`src/rtl/small_lpf_arbiter_if.sv`:
```
// Multi-channel sample bus into the shared low-pass filter and the tagged single stream out of it.
// The filter block takes the slave side; the sample sources and the consumer take the master side.
interface small_lpf_arbiter_if #(
    parameter int WIDTH    = 8,
    parameter int CHANNELS = 4,
    parameter int CH_BITS  = 2
);
    logic [CHANNELS-1:0]       inValid;
    logic [CHANNELS*WIDTH-1:0] inData;
    logic [CHANNELS-1:0]       inReady;
    logic                      outValid;
    logic                      outReady;
    logic [CH_BITS-1:0]        outChannel;
    logic [WIDTH-1:0]          outData;

    modport master (
        output inValid, inData, outReady,
        input  inReady, outValid, outChannel, outData
    );

    modport slave (
        input  inValid, inData, outReady,
        output inReady, outValid, outChannel, outData
    );
endinterface

```
`src/rtl/small_lpf_arbiter.sv`:
```
// Round-robin arbiter feeding one shared single-pole low-pass filter datapath.
// Each channel keeps its own accumulator; the result goes out tagged with its channel.
module small_lpf_arbiter #(
    parameter int WIDTH     = 8,
    parameter int FILT_BITS = 5,
    parameter int CHANNELS  = 4,
    parameter int CH_BITS   = 2
) (
    input  logic clk,
    input  logic rst,
    input  logic en,
    small_lpf_arbiter_if.slave bus
);
    localparam int ACC_W = WIDTH + FILT_BITS;

    logic signed [ACC_W-1:0] acc [CHANNELS];
    logic [CH_BITS-1:0]      rr_ptr;
    logic [CH_BITS-1:0]      grant_idx;
    logic [CH_BITS-1:0]      cand;
    logic [CH_BITS-1:0]      next_ptr;
    logic                    grant_any;
    logic                    can_accept;
    logic                    xfer;
    logic [CHANNELS-1:0]     in_ready;
    logic [WIDTH-1:0]        sample;
    logic signed [ACC_W-1:0] x_ext;
    logic signed [ACC_W-1:0] acc_cur;
    logic signed [ACC_W-1:0] acc_new;
    logic                    out_valid;
    logic [CH_BITS-1:0]      out_channel;
    logic [WIDTH-1:0]        out_data;

    // First requester at or after rr_ptr, wrapping around the channel count
    always_comb begin
        grant_any = 1'b0;
        grant_idx = '0;
        cand      = '0;
        for (int i = 0; i < CHANNELS; i++) begin
            cand = CH_BITS'((int'(rr_ptr) + i) % CHANNELS);
            if (!grant_any && bus.inValid[cand]) begin
                grant_any = 1'b1;
                grant_idx = cand;
            end
        end
    end

    assign can_accept = en & ~rst & (~out_valid | bus.outReady);
    assign xfer       = can_accept & grant_any;
    assign next_ptr   = (grant_idx == CH_BITS'(CHANNELS - 1)) ? '0 : grant_idx + CH_BITS'(1);

    always_comb begin
        in_ready = '0;
        if (xfer) begin
            in_ready[grant_idx] = 1'b1;
        end
    end

    always_comb begin
        sample = '0;
        for (int i = 0; i < CHANNELS; i++) begin
            if (grant_idx == CH_BITS'(i)) begin
                sample = bus.inData[i*WIDTH +: WIDTH];
            end
        end
    end

    // Wrap in the intermediate sum is harmless: the final value always fits ACC_W
    assign x_ext   = {{FILT_BITS{sample[WIDTH-1]}}, sample};
    assign acc_cur = acc[grant_idx];
    assign acc_new = acc_cur + x_ext - (acc_cur >>> FILT_BITS);

    always_ff @(posedge clk) begin
        if (rst) begin
            for (int k = 0; k < CHANNELS; k++) begin
                acc[k] <= '0;
            end
            rr_ptr      <= '0;
            out_valid   <= 1'b0;
            out_channel <= '0;
            out_data    <= '0;
        end else if (xfer) begin
            acc[grant_idx] <= acc_new;
            rr_ptr         <= next_ptr;
            out_valid      <= 1'b1;
            out_channel    <= grant_idx;
            out_data       <= acc_new[ACC_W-1 -: WIDTH];
        end else if (bus.outReady) begin
            out_valid <= 1'b0;
        end
    end

    assign bus.inReady    = in_ready;
    assign bus.outValid   = out_valid;
    assign bus.outChannel = out_channel;
    assign bus.outData    = out_data;
endmodule

```
`src/flat_wrapper.sv`:
```
// flat-port wrapper written by rule: the top's interface ports become plain ports
module small_lpf_arbiter_flat 
#(
    parameter int WIDTH     = 8,
    parameter int FILT_BITS = 5,
    parameter int CHANNELS  = 4,
    parameter int CH_BITS   = 2
)
  (clk, rst, en, bus_inValid, bus_inData, bus_outReady, bus_inReady, bus_outValid, bus_outChannel, bus_outData);
  small_lpf_arbiter_if #(.WIDTH(WIDTH), .CHANNELS(CHANNELS), .CH_BITS(CH_BITS)) bus_i ();
  input  logic clk;
  input  logic rst;
  input  logic en;
  input wire logic [$bits(bus_i.inValid)-1:0] bus_inValid;
  input wire logic [$bits(bus_i.inData)-1:0] bus_inData;
  input wire logic [$bits(bus_i.outReady)-1:0] bus_outReady;
  output wire logic [$bits(bus_i.inReady)-1:0] bus_inReady;
  output wire logic [$bits(bus_i.outValid)-1:0] bus_outValid;
  output wire logic [$bits(bus_i.outChannel)-1:0] bus_outChannel;
  output wire logic [$bits(bus_i.outData)-1:0] bus_outData;
  assign bus_i.inValid = bus_inValid;
  assign bus_i.inData = bus_inData;
  assign bus_i.outReady = bus_outReady;
  assign bus_inReady = bus_i.inReady;
  assign bus_outValid = bus_i.outValid;
  assign bus_outChannel = bus_i.outChannel;
  assign bus_outData = bus_i.outData;
  small_lpf_arbiter #(.WIDTH(WIDTH), .FILT_BITS(FILT_BITS), .CHANNELS(CHANNELS), .CH_BITS(CH_BITS)) u_core (.clk(clk), .rst(rst), .en(en), .bus(bus_i));
endmodule
```
`config.mk`:
```
export PLATFORM = sky130hd
export DESIGN_NAME = small_lpf_arbiter_flat
export DESIGN_NICKNAME = d
export VERILOG_FILES = /design/src/rtl/small_lpf_arbiter_if.sv /design/src/rtl/small_lpf_arbiter.sv /design/src/flat_wrapper.sv
export SDC_FILE = /design/constraint.sdc
export NUM_CORES = 1
export LEC_CHECK = 0
export ABC_CLOCK_PERIOD_IN_PS = 5600
export CORE_ASPECT_RATIO = 0.5
export CORE_MARGIN = 8
export CORE_UTILIZATION = 55
export DETAILED_ROUTE_END_ITERATION = 8
export DONT_BUFFER_PORTS = 1
export PLACE_DENSITY = 0.83
export SETUP_SLACK_MARGIN = 0.1
export SLEW_MARGIN = 20
export SYNTH_ARGS = -nofsm -noshare
export SYNTH_HDL_FRONTEND = slang
export SYNTH_SLANG_ARGS = --single-unit
```
`constraint.sdc`:
```
create_clock -name clk -period 5.6 [get_ports clk]
set_input_delay 1.12 -clock clk [delete_from_list [all_inputs] [get_ports clk]]
set_output_delay 1.12 -clock clk [all_outputs]
set_load 0.005 [all_outputs]
```
* Yosys cells after proc, flatten, opt, wreduce, memory -nomap -nowiden
Memories as Yosys holds them, arrays and structs flattened.
Cells that the tools add are included.
** Word-level totals
- Register bits after elaboration :: 13
- Logic and storage cells :: 70
- Memories :: 1
- RAM bits :: 52
** Cells by class
- Reduce and logical (&&, ||, !) cells :: 10
- Magnitude comparators :: 6
- Muxes and demuxes :: 34
- $add $sub $neg :: 6
- Equality and inequality tests :: 3
- Bitwise logic cells :: 6
** Memories
- u_core.acc :: words 4, width 13, read ports 1, clocked after memory_dff 0, wr ports 4, line small_lpf_arbiter.sv:16 : logic signed [ACC_W-1:0] acc [CHANNELS];
** Operator list (count)
- 2-to-1 mux 8 bit :: 4
- 2-to-1 mux 1 bit :: 17
- less-than comparator 2 x 3 -> 1 bit, second input constant :: 5
- adder 13 x 8 -> 13 bit :: 1
- 2-to-1 mux 13 bit :: 1
- OR reduction 13 bit :: 1
- subtractor 13 x 8 -> 13 bit :: 1
- 2-to-1 mux 2 bit :: 6
- binary-select mux 1 bit (select 2 bit) :: 4
- adder 2 x 1 -> 2 bit, second input constant :: 2
- adder 2 bit, second input constant :: 2
- equality test 2 bit, second input constant :: 2
- logical AND 1 bit :: 4
- 2-to-1 mux 4 bit :: 1
- bitwise AND 1 bit :: 3
- logical NOT 1 bit :: 3
- demux 1 bit (select 2 bit) :: 1
- equality test 2 x 1 -> 1 bit, second input constant :: 1
- >= comparator 2 x 1 -> 1 bit, second input constant :: 1
- logical NOT 2 bit :: 1
- inverter 1 bit :: 2
- nonzero test 2 bit :: 1
- OR 1 bit :: 1

* Logic depth before layout (Yosys ltp)
Gate-level depths: netlist of run 1.
- Word-level depth :: 20
- Depth in mapped cells :: 24

* Least setup slack after synthesis of run 1
No wires, ideal clock.
- Kind :: input-to-reg
- Start :: in bus_inValid[0]
- End :: mem u_core.acc[1][11] (netlist bit), data pin
- Stages on the path :: 18
- Arrival time :: 5310 ps
- Setup slack :: 25 ps
- Path buffers :: 3
- Data required time :: 5335 ps
- Path through :: a21o_1 a21oi_1 o22ai_1 inv_2 buf_2 ha_1 clkbuf_2 inv_1 o311ai_1 fa_1 inv_1 ha_1 clkbuf_1 a21oi_1 o21ai_0 or4_1 nand3_2 nor2_1
** RTL lines
- start, declared :: line flat_wrapper.sv:14 : input wire logic [$bits(bus_i.inValid)-1:0] bus_inValid;
- end, declared :: line small_lpf_arbiter.sv:16

==> results of run 1 <==
routing by layer:
layer / part of all wire (%) / vias to the layer above / wire length [um] / global-route usage [%]
li1: - / 1404 / - / -
met1: 43 / 1481 / 4110 / 21.8
met2: 50 / 87 / 4720 / 29.8
met3: 6.0 / 13 / 569 / 5.07
met4: 1.4 / 0 / 131 / 6.14
met5: 0 / - / 0 / 0
cell families after synthesis:
group                    count (synthesis)
flip-flops                              65
multiplexers                            45
AND/OR/NAND/NOR                        131
adder cells (fa/ha/maj)                 29
AO/OA/AOI/OAI                           77
XOR/XNOR                                 9
buffers and inverters                   46
sequential cells by signal (all words and copies together), names as in the netlist:
signal	count
u_core.acc	52
u_core.bus.outChannel	2
u_core.bus.outData	8
u_core.bus.outValid	1
u_core.rr_ptr	2
synth_stat cells (2+ instances only):
library cell  instances  area share [%]
o21ai_1               3            0.37
a21o_1                8             1.5
nand2_1              23             2.1
mux2i_1              38             9.4
a21oi_1              28             3.4
o21a_1                5            0.92
o31a_1                2            0.43
nor2b_1               2            0.31
o22ai_1               2            0.31
o21ai_0              18             2.2
and2_1                3            0.46
mux2_1                4             1.1
fa_1                 12             5.9
edfxtp_1             52              38
clkbuf_1             15             1.4
nor2_1               78             7.2
nor3_1                2            0.25
a211oi_1              3            0.55
or4_1                 2            0.37
xnor2_1               4            0.86
dfxtp_1              13             6.4
ha_1                 17             5.2
nand3b_1              3            0.55
inv_1                23             2.1
mux2_2                3            0.83
xor2_1                5             1.1
buf_2                 3            0.37
nand3_1               5            0.62
nand2b_1              8             1.2
worst max-delay path, cell delays in order:
cell	delay, ps
nor2b_1	120
a21oi_1	110
nor2_1	80
a211oi_4	350
ha_1	530
a211oi_1	140
o21ai_0	120
o311ai_2	370
fa_1	640
inv_1	50
ha_1	420
nand3_1	140
nor2_1	130
o31a_1	210
nor2_1	70
xor2_1	440
nor2_1	120
area by class of cell:
type	instances	area (sq um)	share of cell area, %
clock inverters	6	81.3	1.82
repair buffers	8	60.1	1.34
well taps	96	120	2.68
clock buffers	10	239	5.33
multi-input cells	291	2060	46.0
flip-flops and latches	65	1820	40.7
inverters	25	96.3	2.15
power by group through the flow:
stage	sequential, uW	clock [uW]	combinational (uW)
6_report	664	594	1380
4_1_cts	666	594	1360
3_5_place_dp	673	0	1340
2_1_floorplan	661	0	1050
3_3_place_gp	669	0	1300
5_1_grt	671	613	1510
path summary, 6_finish.rpt:
| kind | endpoint | slack [ps] | cells past startpoint |
|---|---|---|---|
| worst max-delay path | u_core.acc[2][10]$_SDFFCE_PN0P_ | 490 | 17 |
| worst max register to register | u_core.acc[2][10]$_SDFFCE_PN0P_ | 920 | 16 |
| worst min register to register | u_core.bus.outChannel[0]$_SDFFE_PP0P_ | 490 | 2 |
| worst min-delay path | u_core.bus.outChannel[0]$_SDFFE_PP0P_ | 490 | 2 |
through the flow:
stage | hold WS, ps | utilization, % | cells
6_report | 486 | 61.9 | 501
5_1_grt | 518 | 61.9 | 501
4_1_cts | 492 | 61.9 | 501
3_5_place_dp | 485 | 57.5 | 485
3_3_place_gp | 466 | 57.5 | 485
2_1_floorplan | 443 | - | 402
==> reports/qor.txt, run 1 <==
SYNTH
------------------------------------------------------------------------------------
Post-synth top flop                                                         edfxtp_1
Netlist area before placement                                           0.00407 sq mm
Sequential share of the synthesized area                                       44.8%
Simple-gate share of the synthesized area                                      14.2%
Mean area per synthesized cell                                            10.1 sq um
Post-synthesis cell type count                                                    47
Dominant combinational cell family by area after synthesis              simple AND/OR/NAND/NOR gates
Multiplexer fraction of the synthesized cell area                              11.3%
Post-synth EDFFs                                                                  52
Synthesized netlist cell count                                                   402
Number of warnings issued by yosys                                                 0
Post-synthesis xor/xnor area fraction                                          1.94%
Adder-Cell Fraction of Synth Area                                              11.1%
Post-synthesis register bit count                                                 65
Proportion of synthesized flip-flops having asynchronous set or reset             0%
Fraction of the mapped netlist area in compound gates                          12.0%
Syn Nets                                                                         471

CRITICAL PATH
------------------------------------------------------------------------------------
Kind of launch point of the worst setup path                               input pin
Startpoint of the worst setup timing path                               bus_inValid[0]
Launch instance of the worst register-to-register path                  u_core.rr_ptr[1]$_SDFFE_PP0P_
Crit Path Max Fanout                                                              17
Critical Path Sink Type                                                     register
Type of the setup path with the least slack                             input pin to register
Data arrival time at the worst-slack endpoint                                5170 ps
Required time reported for the critical path endpoint                        5650 ps

FINISH
------------------------------------------------------------------------------------
Diodes inserted                                                                    0
Total Nets Final                                                                 469
Fill cell total of the finished layout                                           553
Design area                                                             0.00448 sq mm
Leading cell type in the layout, fill and taps excluded                       nor2_1
Commonest cells after routing, fill and taps aside                      nor2_1 (78), edfxtp_1 (52), mux2i_1 (38), a21oi_1 (28)
Synthesis-to-finish area growth                                                10.2%
Proportion of layout cells with a drive suffix above 1                         8.15%

PWR
------------------------------------------------------------------------------------
Pwr per Cell Area                                                        589 mW/mm^2
Max IR drop VDD                                                             0.348 mV
Power after layout                                                           2640 uW
Clock group share of total power                                               22.5%
Leakage component of the power                                            0.00187 uW
Net switching power                                                          1120 uW
Switching power as a share of total power                                      42.4%
Internal power component                                                     1520 uW
Fraction of power consumed by sequential logic                                 25.2%
Combinational Power Share                                                      52.4%

CLOCKING
------------------------------------------------------------------------------------
CTS clock-pin slew for the worst setup and hold paths                          50 ps
Maximum buffer depth of the clock tree                                             2
Root Buffer Master                                                         clkbuf_16
Clock latency on the worst-skew pair                                          330 ps
Number of buffers created by CTS                                                   9
CTS tree                                                                         yes
# H-tree levels                                                                    3
CTS resizes                                                                        0
Post-CTS Repair Setup Buffers                                                      0
Cts hold-fix bufs                                                                  0
Number of clock sinks                                                             65

FLOORPLANNING
------------------------------------------------------------------------------------
Starting density of the core                                                   56.2%
Horizontal die dimension                                                      138 um
Die Y                                                                        76.8 um
I/O pins                                                                          55
Area enclosed by the die boundary                                       0.0106 sq mm
Std-Cell Core Area                                                      0.00724 sq mm
Row Count                                                                         22

TIMING
------------------------------------------------------------------------------------
Transition at the pin with the smallest max-transition slack                 1020 ps
Setup_tns                                                                       0 ps
Count of final setup violators                                                     0
Final period utilization                                                       91.3%
Number of pins exceeding their max-slew limit in the final report                  0
Worst slew margin relative to its limit                                        31.6%
Setup repair after global routing missed its margin                               no
Min Tclk post-route                                                          5110 ps
Worst clock skew                                                             4.16 ps
Final worst slack                                                             486 ps
Timing-limited maximum frequency                                           0.196 GHz
Final-report hold violation count                                                  0

ROUTE
------------------------------------------------------------------------------------
Wire length per cell                                                         19.0 um
Antenna-violating nets left                                                        0
Detailed-route DRC error count                                                     2
Vias per Instance                                                               5.96
Final routed wirelength across all metal layers                              9530 um
Vias after detailed routing                                                    2,985
DR iter-0 viols                                                                  288
Number of optimization iterations in the first detailed-route pass                 6

WORST HOLD PATH
------------------------------------------------------------------------------------
Worst min-delay path category                                           register to register
Critical hold path startpoint                                           u_core.bus.outChannel[0]$_SDFFE_PP0P_

GRT
------------------------------------------------------------------------------------
First-pass GRT wire length                                                 14,700 um
Largest net degree at the start of global routing                                 27
Global Route Usage Sum                                                         17.9%
Number of global-route vias before repair                                      2,874
Global route overflow                                                              0
Number of antenna violations at the first check in global routing                  0

JOB
------------------------------------------------------------------------------------
Number of max-cap violations                                                       0

PLACE
------------------------------------------------------------------------------------
Worst setup timing slack at the placement stage                               230 ps
Post-place instance area                                                0.00416 sq mm
Routability Congestion                                                         0.836
Detailed placement HPWL                                                      6670 um
Count of buffers inserted at the top-level ports                                   0

OUTCOME
------------------------------------------------------------------------------------
Status                                                                  finished with violations
Failing checks                                                                   DRC

Power figures use the tool's default switching activity.
==> run 2, diff against run 1 <==
--- a/config.mk
+++ b/config.mk
@@ -7,7 +7,7 @@
 export LEC_CHECK = 0
 export ABC_CLOCK_PERIOD_IN_PS = 5600
 export CORE_ASPECT_RATIO = 0.5
-export CORE_MARGIN = 8
+export CORE_MARGIN = 1
 export CORE_UTILIZATION = 55
 export DETAILED_ROUTE_END_ITERATION = 8
 export DONT_BUFFER_PORTS = 1
==> run 2 against run 1 <==
Against the previous run:
- the run now ends clean
- maximum frequency rose by 1.3%
- power fell by 3.1%
- sequential cell count stayed put
- largest power group unchanged
- highest routed layer unchanged
==> reports/qor.txt, run 2 (synthesis gave the netlist of run 1 again) <==
FINISH
----------------------------------------------------------------------------------
Register area                                                         0.00182 sq mm   unchanged
Register bank with the most flops                                       u_core.acc
Flip-flop count of the largest register, all copies and words added             52   unchanged
Fill cell total of the finished layout                                         504   -8.9%
Total Nets Final                                                               470   +0.21%
Synthesis-to-finish area growth                                              9.41%
Leading cell type in the layout, fill and taps excluded                     nor2_1
Multi-input logic area                                                0.00207 sq mm   +0.18%
Proportion of layout cells with a drive suffix above 1                       8.37%   +0.23 points
Diodes inserted                                                                  0   unchanged
Commonest cells after routing, fill and taps aside                    nor2_1 (78), edfxtp_1 (52), mux2i_1 (38), a21oi_1 (27)

ROUTE
----------------------------------------------------------------------------------
Number of optimization iterations in the first detailed-route pass               5   -1
DR iter-0 viols                                                                311   +8.0%
Vias per Instance                                                             6.01   +0.87%
Final routed wirelength across all metal layers                            9350 um   -1.8%
Detailed-route DRC error count                                                   0   -2
Vias after detailed routing                                                  2,993   +0.27%
Antenna-violating nets left                                                      0   unchanged
Wire length per cell                                                       18.8 um   -1.2%

JOB
----------------------------------------------------------------------------------
Number of max-cap violations                                                     0   unchanged

CRITICAL PATH
----------------------------------------------------------------------------------
Type of the setup path with the least slack                           input pin to register
Crit Path Max Fanout                                                            17   unchanged
Kind of launch point of the worst setup path                             input pin
Startpoint of the worst setup timing path                             bus_inValid[0]
Data arrival time at the worst-slack endpoint                              5110 ps   -60 ps
Required time reported for the critical path endpoint                      5660 ps   about the same
Critical Path Sink Type                                                   register
Launch instance of the worst register-to-register path                u_core.rr_ptr[1]$_SDFFE_PP0P_

TIMING
----------------------------------------------------------------------------------
Setup repair after global routing missed its margin                             no
Final period utilization                                                     90.1%   -1.2 points
Count of final setup violators                                                   0   unchanged
Worst slew margin relative to its limit                                      26.6%   -5.0 points
Final worst slack                                                           554 ps   +67.9 ps
Transition at the pin with the smallest max-transition slack               1100 ps   +75.3 ps
Min Tclk post-route                                                        5050 ps   -67.9 ps
Worst clock skew                                                           9.11 ps   +4.95 ps
Number of pins exceeding their max-slew limit in the final report                0   unchanged
Timing-limited maximum frequency                                         0.198 GHz   +1.3%
Setup_tns                                                                     0 ps   unchanged
Final-report hold violation count                                                0   unchanged

PLACE
----------------------------------------------------------------------------------
Routability Congestion                                                       0.881   +5.4%
Detailed placement HPWL                                                    6720 um   +0.61%
Count of buffers inserted at the top-level ports                                 0   unchanged
Worst setup timing slack at the placement stage                             269 ps   +39.6 ps

FLOORPLANNING
----------------------------------------------------------------------------------
Std-Cell Core Area                                                    0.00691 sq mm   -4.5%
Area enclosed by the die boundary                                     0.00776 sq mm   -27%
Row Count                                                                       21   -4.5%
I/O pins                                                                        55   unchanged
Horizontal die dimension                                                    124 um   -10%
Starting density of the core                                                 58.9%   +2.7 points
Die Y                                                                      62.8 um   -18%

CLOCKING
----------------------------------------------------------------------------------
Clock latency on the worst-skew pair                                        330 ps   about the same
Number of buffers created by CTS                                                 9   unchanged
Root Buffer Master                                                       clkbuf_16
Maximum buffer depth of the clock tree                                           2   unchanged
# H-tree levels                                                                  3   unchanged
Number of clock sinks                                                           65   unchanged
Cts hold-fix bufs                                                                0   unchanged
CTS resizes                                                                      0   unchanged
Post-CTS Repair Setup Buffers                                                    0   unchanged
CTS clock-pin slew for the worst setup and hold paths                        60 ps   about the same
CTS tree                                                                       yes

PWR
----------------------------------------------------------------------------------
Pwr per Cell Area                                                      575 mW/mm^2   -2.4%
Max IR drop VDD                                                           0.317 mV   -9.0%
Leakage component of the power                                          0.00185 uW   -1.0%
Power after layout                                                         2560 uW   -3.1%

GRT
----------------------------------------------------------------------------------
First-pass GRT wire length                                               14,600 um   -1.3%
Global route overflow                                                            0   unchanged
Largest net degree at the start of global routing                               27   unchanged
Number of antenna violations at the first check in global routing                0   unchanged
Number of global-route vias before repair                                    2,866   -0.28%
Global Route Usage Sum                                                       25.6%   +7.7 points

WORST HOLD PATH
----------------------------------------------------------------------------------
Critical hold path startpoint                                         u_core.bus.outChannel[0]$_SDFFE_PP0P_
Worst min-delay path category                                         register to register

OUTCOME
----------------------------------------------------------------------------------
Status                                                                complete, no violations

-- run 2: per-layer routing --
layer | track usage [%] | part of all wire (%)
met1 | 33.9 | 44
met2 | 41.9 | 47
met3 | 6.57 | 8.5
met4 | 6.63 | 1.0
met5 | 0 | 0
-- run 2: final timing paths --
path                                                              end  slack, ps  cells past startpoint
worst max register to register        u_core.acc[1][12]$_SDFFCE_PN0P_        920                     14
worst min-delay path            u_core.bus.outChannel[0]$_SDFFE_PP0P_        470                      2
worst min register to register  u_core.bus.outChannel[0]$_SDFFE_PP0P_        470                      2
worst max-delay path                  u_core.acc[1][11]$_SDFFCE_PN0P_        550                     18
-- run 2: layout make-up --
type	instances	area share, %
Inverter	25	2.16
Multi-Input combinational cell	291	46.4
Clock buffer	12	5.76
Sequential cell	65	40.9
Clock inverter	4	0.618
Timing Repair Buffer	9	1.52
Tap cell	92	2.59
-- run 2: critical path, stage by stage --
cell and delay [ps]:
nor2b_1 120, a21oi_1 110, nor2_1 80, a211oi_4 330, ha_1 530, nor2_1 100
a21oi_1 130, nor2_1 50, a21oi_1 140, o21ai_0 140, fa_1 480, ha_1 330
a211o_1 340, a211oi_2 260, nor2_1 110, or4_1 540, nand3_2 120, nor2_1 60
-- run 2: per-stage QoR --
step / std cells / hold slack [ps] / utilization [%] / cell area [sq um]
2_1_floorplan: 402 / 443 / - / 4080
6_report: 498 / 465 / 64.4 / 4450
3_5_place_dp: 482 / 461 / 60.3 / 4170
3_3_place_gp: 482 / 459 / 60.3 / 4170
5_1_grt: 498 / 512 / 64.4 / 4450
4_1_cts: 498 / 468 / 64.4 / 4450
-- run 2: report_power, final --
part	switching (uW)	internal (uW)	leakage (uW)	total, uW
registers	31.6	631	0.000645	663
clock network	197	322	0.000132	519
logic	886	491	0.00108	1380
